==> config.mk <==
export PLATFORM = sky130hd
export DESIGN_NAME = multicycle_controller
export DESIGN_NICKNAME = d
export VERILOG_FILES = /design/src/rtl/multicycle_controller.sv
export SDC_FILE = /design/constraint.sdc
export NUM_CORES = 1
export LEC_CHECK = 0
export CORE_UTILIZATION = 30
export DETAILED_ROUTE_END_ITERATION = 10
export PLACE_DENSITY = 0.68
export SYNTH_ARGS = -nofsm -noshare
export SYNTH_HDL_FRONTEND = slang
export SYNTH_SLANG_ARGS = --single-unit
==> constraint.sdc <==
create_clock -name clk -period 5.3 [get_ports clk]
set_clock_uncertainty 0.05 [all_clocks]
set_input_delay 1.06 -clock clk [delete_from_list [all_inputs] [get_ports clk]]
set_output_delay 1.06 -clock clk [all_outputs]
set_load 0.03 [all_outputs]
==> src/rtl/multicycle_controller.sv <==
// rtl/multicycle_controller.sv - multicycle RISC-V control unit (FSM, ALU decode, immediate select)
//
// Purpose:
//   Sequences each instruction held in the instruction register through a
//   fixed per-opcode schedule of states and drives the datapath control
//   signals for every cycle. Supports lw, sw, R-type / I-type ALU
//   (add/sub/slt/or/and), beq and jal.
//
// Parameters:
//   TRAP_ON_ILLEGAL  1: unsupported op/funct3 parks the FSM in TRAP until rst
//                    0: unsupported op/funct3 behaves as a NOP (DECODE -> FETCH)
//
// Ports:
//   clk         in   system clock, rising edge
//   rst         in   asynchronous, active-high reset
//   op          in   [6:0] instruction[6:0]
//   funct3      in   [2:0] instruction[14:12]
//   funct7b5    in   instruction[30]
//   zero        in   ALU result == 0 (resolves beq)
//   PCWrite     out  PC enable = PCUpdate | (Branch & zero)
//   AdrSrc      out  memory address select: 0 PC, 1 ALUOut
//   MemWrite    out  data memory write enable
//   IRWrite     out  instruction register enable
//   ResultSrc   out  [1:0] 00 ALUOut, 01 Data, 10 ALUResult
//   ALUSrcA     out  [1:0] 00 PC, 01 OldPC, 10 rs1
//   ALUSrcB     out  [1:0] 00 rs2, 01 ImmExt, 10 constant 4
//   RegWrite    out  register file write enable
//   ImmSrc      out  [1:0] 00 I, 01 S, 10 B, 11 J
//   ALUControl  out  [2:0] 000 add, 001 sub, 010 and, 011 or, 101 slt
//   illegal     out  high while in TRAP
//   state_o     out  [3:0] current state encoding

module multicycle_controller #(
    parameter bit TRAP_ON_ILLEGAL = 1'b1
) (
    input  logic       clk,
    input  logic       rst,
    input  logic [6:0] op,
    input  logic [2:0] funct3,
    input  logic       funct7b5,
    input  logic       zero,
    output logic       PCWrite,
    output logic       AdrSrc,
    output logic       MemWrite,
    output logic       IRWrite,
    output logic [1:0] ResultSrc,
    output logic [1:0] ALUSrcA,
    output logic [1:0] ALUSrcB,
    output logic       RegWrite,
    output logic [1:0] ImmSrc,
    output logic [2:0] ALUControl,
    output logic       illegal,
    output logic [3:0] state_o
);

    // State encoding is visible on state_o, so the codes are fixed.
    localparam logic [3:0] S_FETCH    = 4'd0;
    localparam logic [3:0] S_DECODE   = 4'd1;
    localparam logic [3:0] S_MEMADR   = 4'd2;
    localparam logic [3:0] S_MEMREAD  = 4'd3;
    localparam logic [3:0] S_MEMWB    = 4'd4;
    localparam logic [3:0] S_MEMWRITE = 4'd5;
    localparam logic [3:0] S_EXECUTER = 4'd6;
    localparam logic [3:0] S_EXECUTEI = 4'd7;
    localparam logic [3:0] S_ALUWB    = 4'd8;
    localparam logic [3:0] S_BEQ      = 4'd9;
    localparam logic [3:0] S_JAL      = 4'd10;
    localparam logic [3:0] S_TRAP     = 4'd11;

    localparam logic [6:0] OP_LW   = 7'b0000011;
    localparam logic [6:0] OP_SW   = 7'b0100011;
    localparam logic [6:0] OP_R    = 7'b0110011;
    localparam logic [6:0] OP_I    = 7'b0010011;
    localparam logic [6:0] OP_BEQ  = 7'b1100011;
    localparam logic [6:0] OP_JAL  = 7'b1101111;

    localparam logic [1:0] ALUOP_ADD  = 2'b00;
    localparam logic [1:0] ALUOP_SUB  = 2'b01;
    localparam logic [1:0] ALUOP_FUNC = 2'b10;

    localparam logic [2:0] ALU_ADD = 3'b000;
    localparam logic [2:0] ALU_SUB = 3'b001;
    localparam logic [2:0] ALU_AND = 3'b010;
    localparam logic [2:0] ALU_OR  = 3'b011;
    localparam logic [2:0] ALU_SLT = 3'b101;

    logic [3:0] state;
    logic [3:0] state_next;

    // Where an unsupported op/funct3 goes when leaving DECODE.
    logic [3:0] illegal_target;
    assign illegal_target = TRAP_ON_ILLEGAL ? S_TRAP : S_FETCH;

    // Only add/sub, slt, or, and are implemented for R/I-type.
    logic funct3_ok;
    always_comb begin
        funct3_ok = 1'b0;
        case (funct3)
            3'b000, 3'b010, 3'b110, 3'b111: funct3_ok = 1'b1;
            default:                        funct3_ok = 1'b0;
        endcase
    end

    // ------------------------------------------------------------------
    // State register
    // ------------------------------------------------------------------
    always_ff @(posedge clk or posedge rst) begin
        if (rst) begin
            state <= S_FETCH;
        end else begin
            state <= state_next;
        end
    end

    // ------------------------------------------------------------------
    // Next-state logic
    // ------------------------------------------------------------------
    always_comb begin
        state_next = S_FETCH;
        case (state)
            S_FETCH: state_next = S_DECODE;
            S_DECODE: begin
                case (op)
                    OP_LW, OP_SW: state_next = S_MEMADR;
                    OP_R:         state_next = funct3_ok ? S_EXECUTER : illegal_target;
                    OP_I:         state_next = funct3_ok ? S_EXECUTEI : illegal_target;
                    OP_BEQ:       state_next = S_BEQ;
                    OP_JAL:       state_next = S_JAL;
                    default:      state_next = illegal_target;
                endcase
            end
            S_MEMADR:   state_next = (op == OP_LW) ? S_MEMREAD : S_MEMWRITE;
            S_MEMREAD:  state_next = S_MEMWB;
            S_MEMWB:    state_next = S_FETCH;
            S_MEMWRITE: state_next = S_FETCH;
            S_EXECUTER: state_next = S_ALUWB;
            S_EXECUTEI: state_next = S_ALUWB;
            S_JAL:      state_next = S_ALUWB;
            S_ALUWB:    state_next = S_FETCH;
            S_BEQ:      state_next = S_FETCH;
            S_TRAP:     state_next = S_TRAP;
            default:    state_next = S_FETCH;   // codes 12-15 recover
        endcase
    end

    // ------------------------------------------------------------------
    // Moore control decode (per-state schedule)
    // ------------------------------------------------------------------
    logic       pcupdate;
    logic       branch;
    logic       adrsrc_s;
    logic       memwrite_s;
    logic       irwrite_s;
    logic [1:0] resultsrc_s;
    logic [1:0] alusrca_s;
    logic [1:0] alusrcb_s;
    logic       regwrite_s;
    logic [1:0] aluop;
    logic       trap_s;

    always_comb begin
        pcupdate    = 1'b0;
        branch      = 1'b0;
        adrsrc_s    = 1'b0;
        memwrite_s  = 1'b0;
        irwrite_s   = 1'b0;
        resultsrc_s = 2'b00;
        alusrca_s   = 2'b00;
        alusrcb_s   = 2'b00;
        regwrite_s  = 1'b0;
        aluop       = ALUOP_ADD;
        trap_s      = 1'b0;
        case (state)
            S_FETCH: begin
                // PC + 4 computed and written back in the same cycle.
                irwrite_s   = 1'b1;
                alusrca_s   = 2'b00;
                alusrcb_s   = 2'b10;
                aluop       = ALUOP_ADD;
                resultsrc_s = 2'b10;
                pcupdate    = 1'b1;
            end
            S_DECODE: begin
                // OldPC + imm: branch target ready in ALUOut for BEQ.
                alusrca_s = 2'b01;
                alusrcb_s = 2'b01;
                aluop     = ALUOP_ADD;
            end
            S_MEMADR: begin
                alusrca_s = 2'b10;
                alusrcb_s = 2'b01;
                aluop     = ALUOP_ADD;
            end
            S_MEMREAD: begin
                resultsrc_s = 2'b00;
                adrsrc_s    = 1'b1;
            end
            S_MEMWB: begin
                resultsrc_s = 2'b01;
                regwrite_s  = 1'b1;
            end
            S_MEMWRITE: begin
                resultsrc_s = 2'b00;
                adrsrc_s    = 1'b1;
                memwrite_s  = 1'b1;
            end
            S_EXECUTER: begin
                alusrca_s = 2'b10;
                alusrcb_s = 2'b00;
                aluop     = ALUOP_FUNC;
            end
            S_EXECUTEI: begin
                alusrca_s = 2'b10;
                alusrcb_s = 2'b01;
                aluop     = ALUOP_FUNC;
            end
            S_ALUWB: begin
                resultsrc_s = 2'b00;
                regwrite_s  = 1'b1;
            end
            S_BEQ: begin
                // rs1 - rs2; PC takes ALUOut (target from DECODE) on zero.
                alusrca_s   = 2'b10;
                alusrcb_s   = 2'b00;
                aluop       = ALUOP_SUB;
                resultsrc_s = 2'b00;
                branch      = 1'b1;
            end
            S_JAL: begin
                // ALU forms the link value OldPC + 4 while PC loads the target.
                alusrca_s   = 2'b01;
                alusrcb_s   = 2'b10;
                aluop       = ALUOP_ADD;
                resultsrc_s = 2'b00;
                pcupdate    = 1'b1;
            end
            S_TRAP: begin
                trap_s = 1'b1;
            end
            default: begin
                trap_s = 1'b0;
            end
        endcase
    end

    // ------------------------------------------------------------------
    // ALU control decode
    // ------------------------------------------------------------------
    // Subtract only for R-type with funct7b5 set; an I-type addi whose
    // instr[30] happens to be 1 must still add.
    logic r_sub;
    assign r_sub = op[5] & funct7b5;

    always_comb begin
        ALUControl = ALU_ADD;
        case (aluop)
            ALUOP_ADD: ALUControl = ALU_ADD;
            ALUOP_SUB: ALUControl = ALU_SUB;
            ALUOP_FUNC: begin
                case (funct3)
                    3'b000:  ALUControl = r_sub ? ALU_SUB : ALU_ADD;
                    3'b010:  ALUControl = ALU_SLT;
                    3'b110:  ALUControl = ALU_OR;
                    3'b111:  ALUControl = ALU_AND;
                    default: ALUControl = ALU_ADD;
                endcase
            end
            default: ALUControl = ALU_ADD;
        endcase
    end

    // ------------------------------------------------------------------
    // Immediate format select (combinational from op)
    // ------------------------------------------------------------------
    always_comb begin
        ImmSrc = 2'b00;
        case (op)
            OP_SW:   ImmSrc = 2'b01;
            OP_BEQ:  ImmSrc = 2'b10;
            OP_JAL:  ImmSrc = 2'b11;
            default: ImmSrc = 2'b00;
        endcase
    end

    // ------------------------------------------------------------------
    // Output drive
    // ------------------------------------------------------------------
    // State is already FETCH while rst is high, which would otherwise
    // present IRWrite/PCWrite; all write enables are gated by rst so no
    // write can fire during or straight after an aborting reset.
    assign PCWrite   = ~rst & (pcupdate | (branch & zero));
    assign IRWrite   = ~rst & irwrite_s;
    assign MemWrite  = ~rst & memwrite_s;
    assign RegWrite  = ~rst & regwrite_s;
    assign illegal   = ~rst & trap_s;

    assign AdrSrc    = adrsrc_s;
    assign ResultSrc = resultsrc_s;
    assign ALUSrcA   = alusrca_s;
    assign ALUSrcB   = alusrcb_s;
    assign state_o   = state;

endmodule

# After elaboration in Yosys (flattened, before gate mapping)
# Cells that the tools add are included.
dict set report word_totals {
  memories 0
  out_inout_bits 21
  regBits 4
  latch_bits 0
  mem_bits_rw 0
  elab_cells 65
  romBits 0
  input_bits 14
}
dict set report op_classes {
  eq_ne 22
  n_bitwise 9
  n_shift 0
  multipliers 0
  reduce_logical 12
  mux 21
  add_sub_neg 0
  n_lt_le_gt_ge 0
  n_div 0
}
# op n
set op_table {}
lappend op_table {{4-bit case mux with 6 select lines} 1}
lappend op_table {{4-bit case mux with 5 select lines} 1}
lappend op_table {{4-bit by 3-bit == test with 1-bit output (second input constant)} 4}
lappend op_table {{4-bit == test (second input constant)} 4}
lappend op_table {{2-bit case mux with 2 select lines} 4}
lappend op_table {{7-bit by 6-bit == test with 1-bit output (second input constant)} 2}
lappend op_table {{7-bit == test (second input constant)} 2}
lappend op_table {{3-bit case mux with 4 select lines} 1}
lappend op_table {{2-bit OR reduction} 6}
lappend op_table {{1-bit two-way mux} 9}
lappend op_table {{4-bit by 2-bit == test with 1-bit output (second input constant)} 2}
lappend op_table {{4-bit two-way mux} 2}
lappend op_table {{4-bit OR reduction} 2}
lappend op_table {{1-bit bitwise AND} 7}
lappend op_table {{7-bit by 2-bit == test with 1-bit output (second input constant)} 1}
lappend op_table {{7-bit by 5-bit == test with 1-bit output (second input constant)} 1}
lappend op_table {{3-bit == test (second input constant)} 2}
lappend op_table {{2-bit case mux with 3 select lines} 1}
lappend op_table {{3-bit case mux with 2 select lines} 1}
lappend op_table {{3-bit OR reduction} 2}
lappend op_table {{4-bit by 1-bit == test with 1-bit output (second input constant)} 1}
lappend op_table {{4-bit zero test} 1}
lappend op_table {{3-bit by 2-bit == test with 1-bit output (second input constant)} 1}
lappend op_table {{3-bit zero test} 1}
lappend op_table {{5 further kinds} 5}

# Depth between registers and ports, before layout
dict set report depth {
  depth_word 6
  depth_mapped 7
  depth_no_buf 6
}

# Worst setup path before layout
# Ideal clock, no wire load.
dict set report synth_path {
  kind {reg-to-output}
  start {reg state[1], in the netlist state_o[1]}
  end {out ALUControl[2]}
  n_path_buf 2
  t_arrival_ps 2569
  t_required_ps 4190
  path_stages_with_launch 7
  setup_slack_ps 1621
  cell_sequence {dfrtp_1 -> clkbuf_1 -> buf_1 -> and2_1 -> inv_1 -> ha_1 -> nor4_1}
}
dict set report synth_via {
  elab_chain_len 5
  word_cells_on_any_way 8
  cone_classes {5 x eq/ne; 2 x mux; 1 x reduce/logical}
}
# element line_no
set synth_lines {}
lappend synth_lines {{from (decl)} 87} ;# logic [3:0] state;
lappend synth_lines {{from (signal assigned)} 111} ;# state <= state_next;
lappend synth_lines {{4-bit by 3-bit == test with 1-bit output} 173} ;# case (state)
lappend synth_lines {{2-bit OR reduction (no source line)} -}
lappend synth_lines {{2-bit case mux with 2 select lines (*)} 173}
lappend synth_lines {{2-bit == test or 2-bit by 1-bit == test with 1-bit output (tied branches)} 256} ;# case (aluop)
lappend synth_lines {{3-bit case mux with 2 select lines (*)} 256}
lappend synth_lines {{to (decl)} 51} ;# output logic [2:0] ALUControl,
# Every way passes the cells marked *; elsewhere a longest branch is shown, timed or not.

# Worst setup path in the final report
dict set report layout_path {
  start {in op[6]}
  end {out ImmSrc[1]}
}
dict set report layout_via {
  elab_chain_len 2
  word_cells_on_any_way 4
  cone_classes {3 x eq/ne; 1 x mux}
}
# element line_no
set layout_lines {}
lappend layout_lines {{from (decl)} 38} ;# input logic [6:0] op,
lappend layout_lines {{7-bit == test or 7-bit by 6-bit == test with 1-bit output (tied branches)} 277} ;# case (op)
lappend layout_lines {{2-bit case mux with 3 select lines (*)} 277}
lappend layout_lines {{to (decl)} 50} ;# output logic [1:0] ImmSrc,
# Marked as above.

==> impl_metrics.json <==
{
  "synth_top_area_cell": "dfrtp_1",
  "overflow": 0,
  "synth_edf_count": 0,
  "crit_required_ns": 4.19,
  "portBuffers": 34,
  "detailed_place_hpwl_um": 1210,
  "grt_setup_unrepaired": "no",
  "worstHoldStart": "state_o[2]",
  "hold-path-cell-count": 1,
  "worstPathArrival_ns": 2.76,
  "multiInputGateArea_sq_um": 454,
  "antenna_found_initial": 0,
  "cts_hold_buf": 0,
  "worst_slack_ns": 1.43,
  "num-nets-final": 136,
  "slowest_delay_ns": 0.67,
  "final_area_sq_um": 971,
  "max_cap_violations": 0,
  "worstMarginPinSlew_ns": 0.611,
  "end_kind": "output port",
  "netlist.area_leader.share": 0.167,
  "yosysWarnings": 0,
  "clock-sinks": 4,
  "synth-seq-area-share": 0.167,
  "muxShareOfSynthArea": 0.0334,
  "num_rows": 15,
  "wl_per_cell_um": 11.6,
  "rrSetupSlack_ns": 3.80,
  "cts_setup_buffers": 0,
  "clk_pin_slew_ns": 0.04,
  "synth_top_family_by_area": "simple AND/OR/NAND/NOR gates",
  "hold_slack_ns": 0.711,
  "finalSetupViolCount": 0,
  "utilization": 0.539,
  "drc": 0,
  "worst_path_most_repeated_cell": "clkdlybuf4s50_1",
  "drtPass1Iterations": 4,
  "fin_crit_ns": 3.87,
  "clk_path_buf_depth": 2,
  "cp_slowest_cell": "clkdlybuf4s50_1",
  "layout.cells.non_filler": 143,
  "placed_cell_area_sq_um": 948,
  "grt_pass1_wl_um": 2490,
  "root_buffer": "clkbuf_4",
  "finalSetupTns_ns": 0,
  "numCtsBuffers": 3,
  "nFillCells": 177,
  "timing.fmax_mhz": 258,
  "drv_slew": 0,
  "cts.repair.resized": 0,
  "ant_nets": 0,
  "synthTopCellsByCount": "8 x nor2_1, 6 x inv_1, 5 x nand2_1, 5 x o21ai_0",
  "die_x_um": 46.7,
  "worstReg2RegStart": "state_o[1]",
  "power.leakage_nw": 0.362,
  "synthAdderAreaFrac": 0.0418,
  "synth-compound-area-share": 0.186,
  "netlist_instances": 87,
  "grt_max_degree": 20,
  "synth_most_common_cell": "nor2_1",
  "initial_core_util": 0.333,
  "synth_area_leaders": "dfrtp_1 17%, nor2_1 5.0%, nor4b_1 4.4%",
  "r2r_end": "state_o[1]",
  "finalHoldViolCount": 0,
  "viasPerCell": 5.12,
  "peakVddDrop_mv": 0.232,
  "dp_slack_ns": 1.44,
  "status": "finished, final reports clean",
  "yosys_most_used_dff": "dfrtp_1",
  "cts_tree": "yes",
  "largest_reg_flops": 4,
  "syn_to_final_growth_pct": 62.0,
  "seqCellArea_sq_um": 100,
  "placedCellCount": 140,
  "htreeDepth": 1,
  "worstSetupStartpointType": "input port",
  "num_io_pins": 35,
  "clkLatencyLatePin_ns": 0.24,
  "finalCritPeriodShare": 0.731,
  "fin_total_pwr_mw": 0.513,
  "totalWireLength_um": 1670,
  "cp_cell_sequence": "clkdlybuf4s50_1, and3b_1, o21ai_0, nor2_1, clkdlybuf4s50_1",
  "vias": 732,
  "synth_area_sq_um": 599,
  "dieArea_sq_mm": 0.00218,
  "hold_path_class": "reg -> reg",
  "ys_types": 34,
  "worstSetupPathType": "in -> out",
  "place.gp.congestion": 0.688,
  "synth-seq-cells": 4,
  "drt_iter0_drc": 9,
  "synthArstFlopShare": 1.00,
  "layout-drive-gt1-share": 0.0339,
  "min_to": "state_o[1]",
  "n_antenna_cell": 0,
  "reg2regPathDepth": 3,
  "path_max_fanout": 6,
  "synth_xor_area_frac": 0.0585,
  "maxSlewHeadroom": 0.593,
  "synth_nets": 103,
  "die_y_um": 46.7,
  "powerDensity_mw_per_mm2": 528,
  "synthSimpleGateAreaFrac": 0.438,
  "grt_pass1_vias": 575,
  "placeableCoreArea_sq_mm": 0.00180,
  "syn_area_per_cell_sq_um": 6.89,
  "grt_use_total": 0.163
}
worst max path at each step:
stage,end,slack (ns),startpoint
6_report,ImmSrc[1],1.43,op[6]
4_1_cts,ImmSrc[1],1.42,op[6]
5_1_grt,ImmSrc[1],1.35,op[6]
3_3_place_gp,ALUControl[0],1.48,op[5]
2_1_floorplan,ALUControl[2],1.62,state_o[1]
3_5_place_dp,ImmSrc[1],1.44,op[6]
cells by family after synthesis:
family          count (synthesis)
flops                           4
mux                             2
fa+ha+maj                       2
simple gates                   45
xor+xnor                        4
buf+inv                        12
compound gates                 18
area by class of cell:
class                   count  share of cell area
repair buffers             34               0.351
flip-flops and latches      4               0.103
clock buffers               3              0.0232
multi-input cells          71               0.468
well taps                  25              0.0322
inverters                   6              0.0232
layer usage:
layer  share of wire  vias to the layer above  GRT usage
li1                -                      376          -
met1            0.42                      326      0.185
met2            0.51                       28      0.289
met3           0.063                        2     0.0353
met4          0.0072                        0     0.0686
met5               0                        -          0
power breakdown:
part	total (mW)	switching [mW]	leakage [nW]	internal, mW
Combinational	0.367	0.195	0.298	0.171
Sequential	0.106	0.0625	0.0504	0.0437
Clock	0.0398	0.0144	0.0138	0.0255
Total	0.513	0.272	0.362	0.241
critical path: cells and delay by family:
kind / cells / cell delay [ns]
buffers and inverters: 2 / 1.25
AND/OR/NAND/NOR: 2 / 0.35
AO/OA/AOI/OAI: 1 / 0.10
cells in the final DEF (no fill, tap or decap), types with 2 or more instances in the layout:
cell type	count
nand3_1	3
inv_1	6
nand4_1	2
nor4_1	2
clkdlybuf4s50_1	34
mux2i_1	2
and2_1	3
clkbuf_4	3
xnor2_1	2
nand2_1	5
nand3b_1	2
xor2_1	2
a31oi_1	3
nor4b_1	3
ha_1	2
o21ai_0	5
nor3_1	3
nor2b_1	4
nor2_1	8
a21oi_1	4
dfrtp_1	4
nand2b_1	4
No activity file was read; power rests on OpenSTA's default activity.
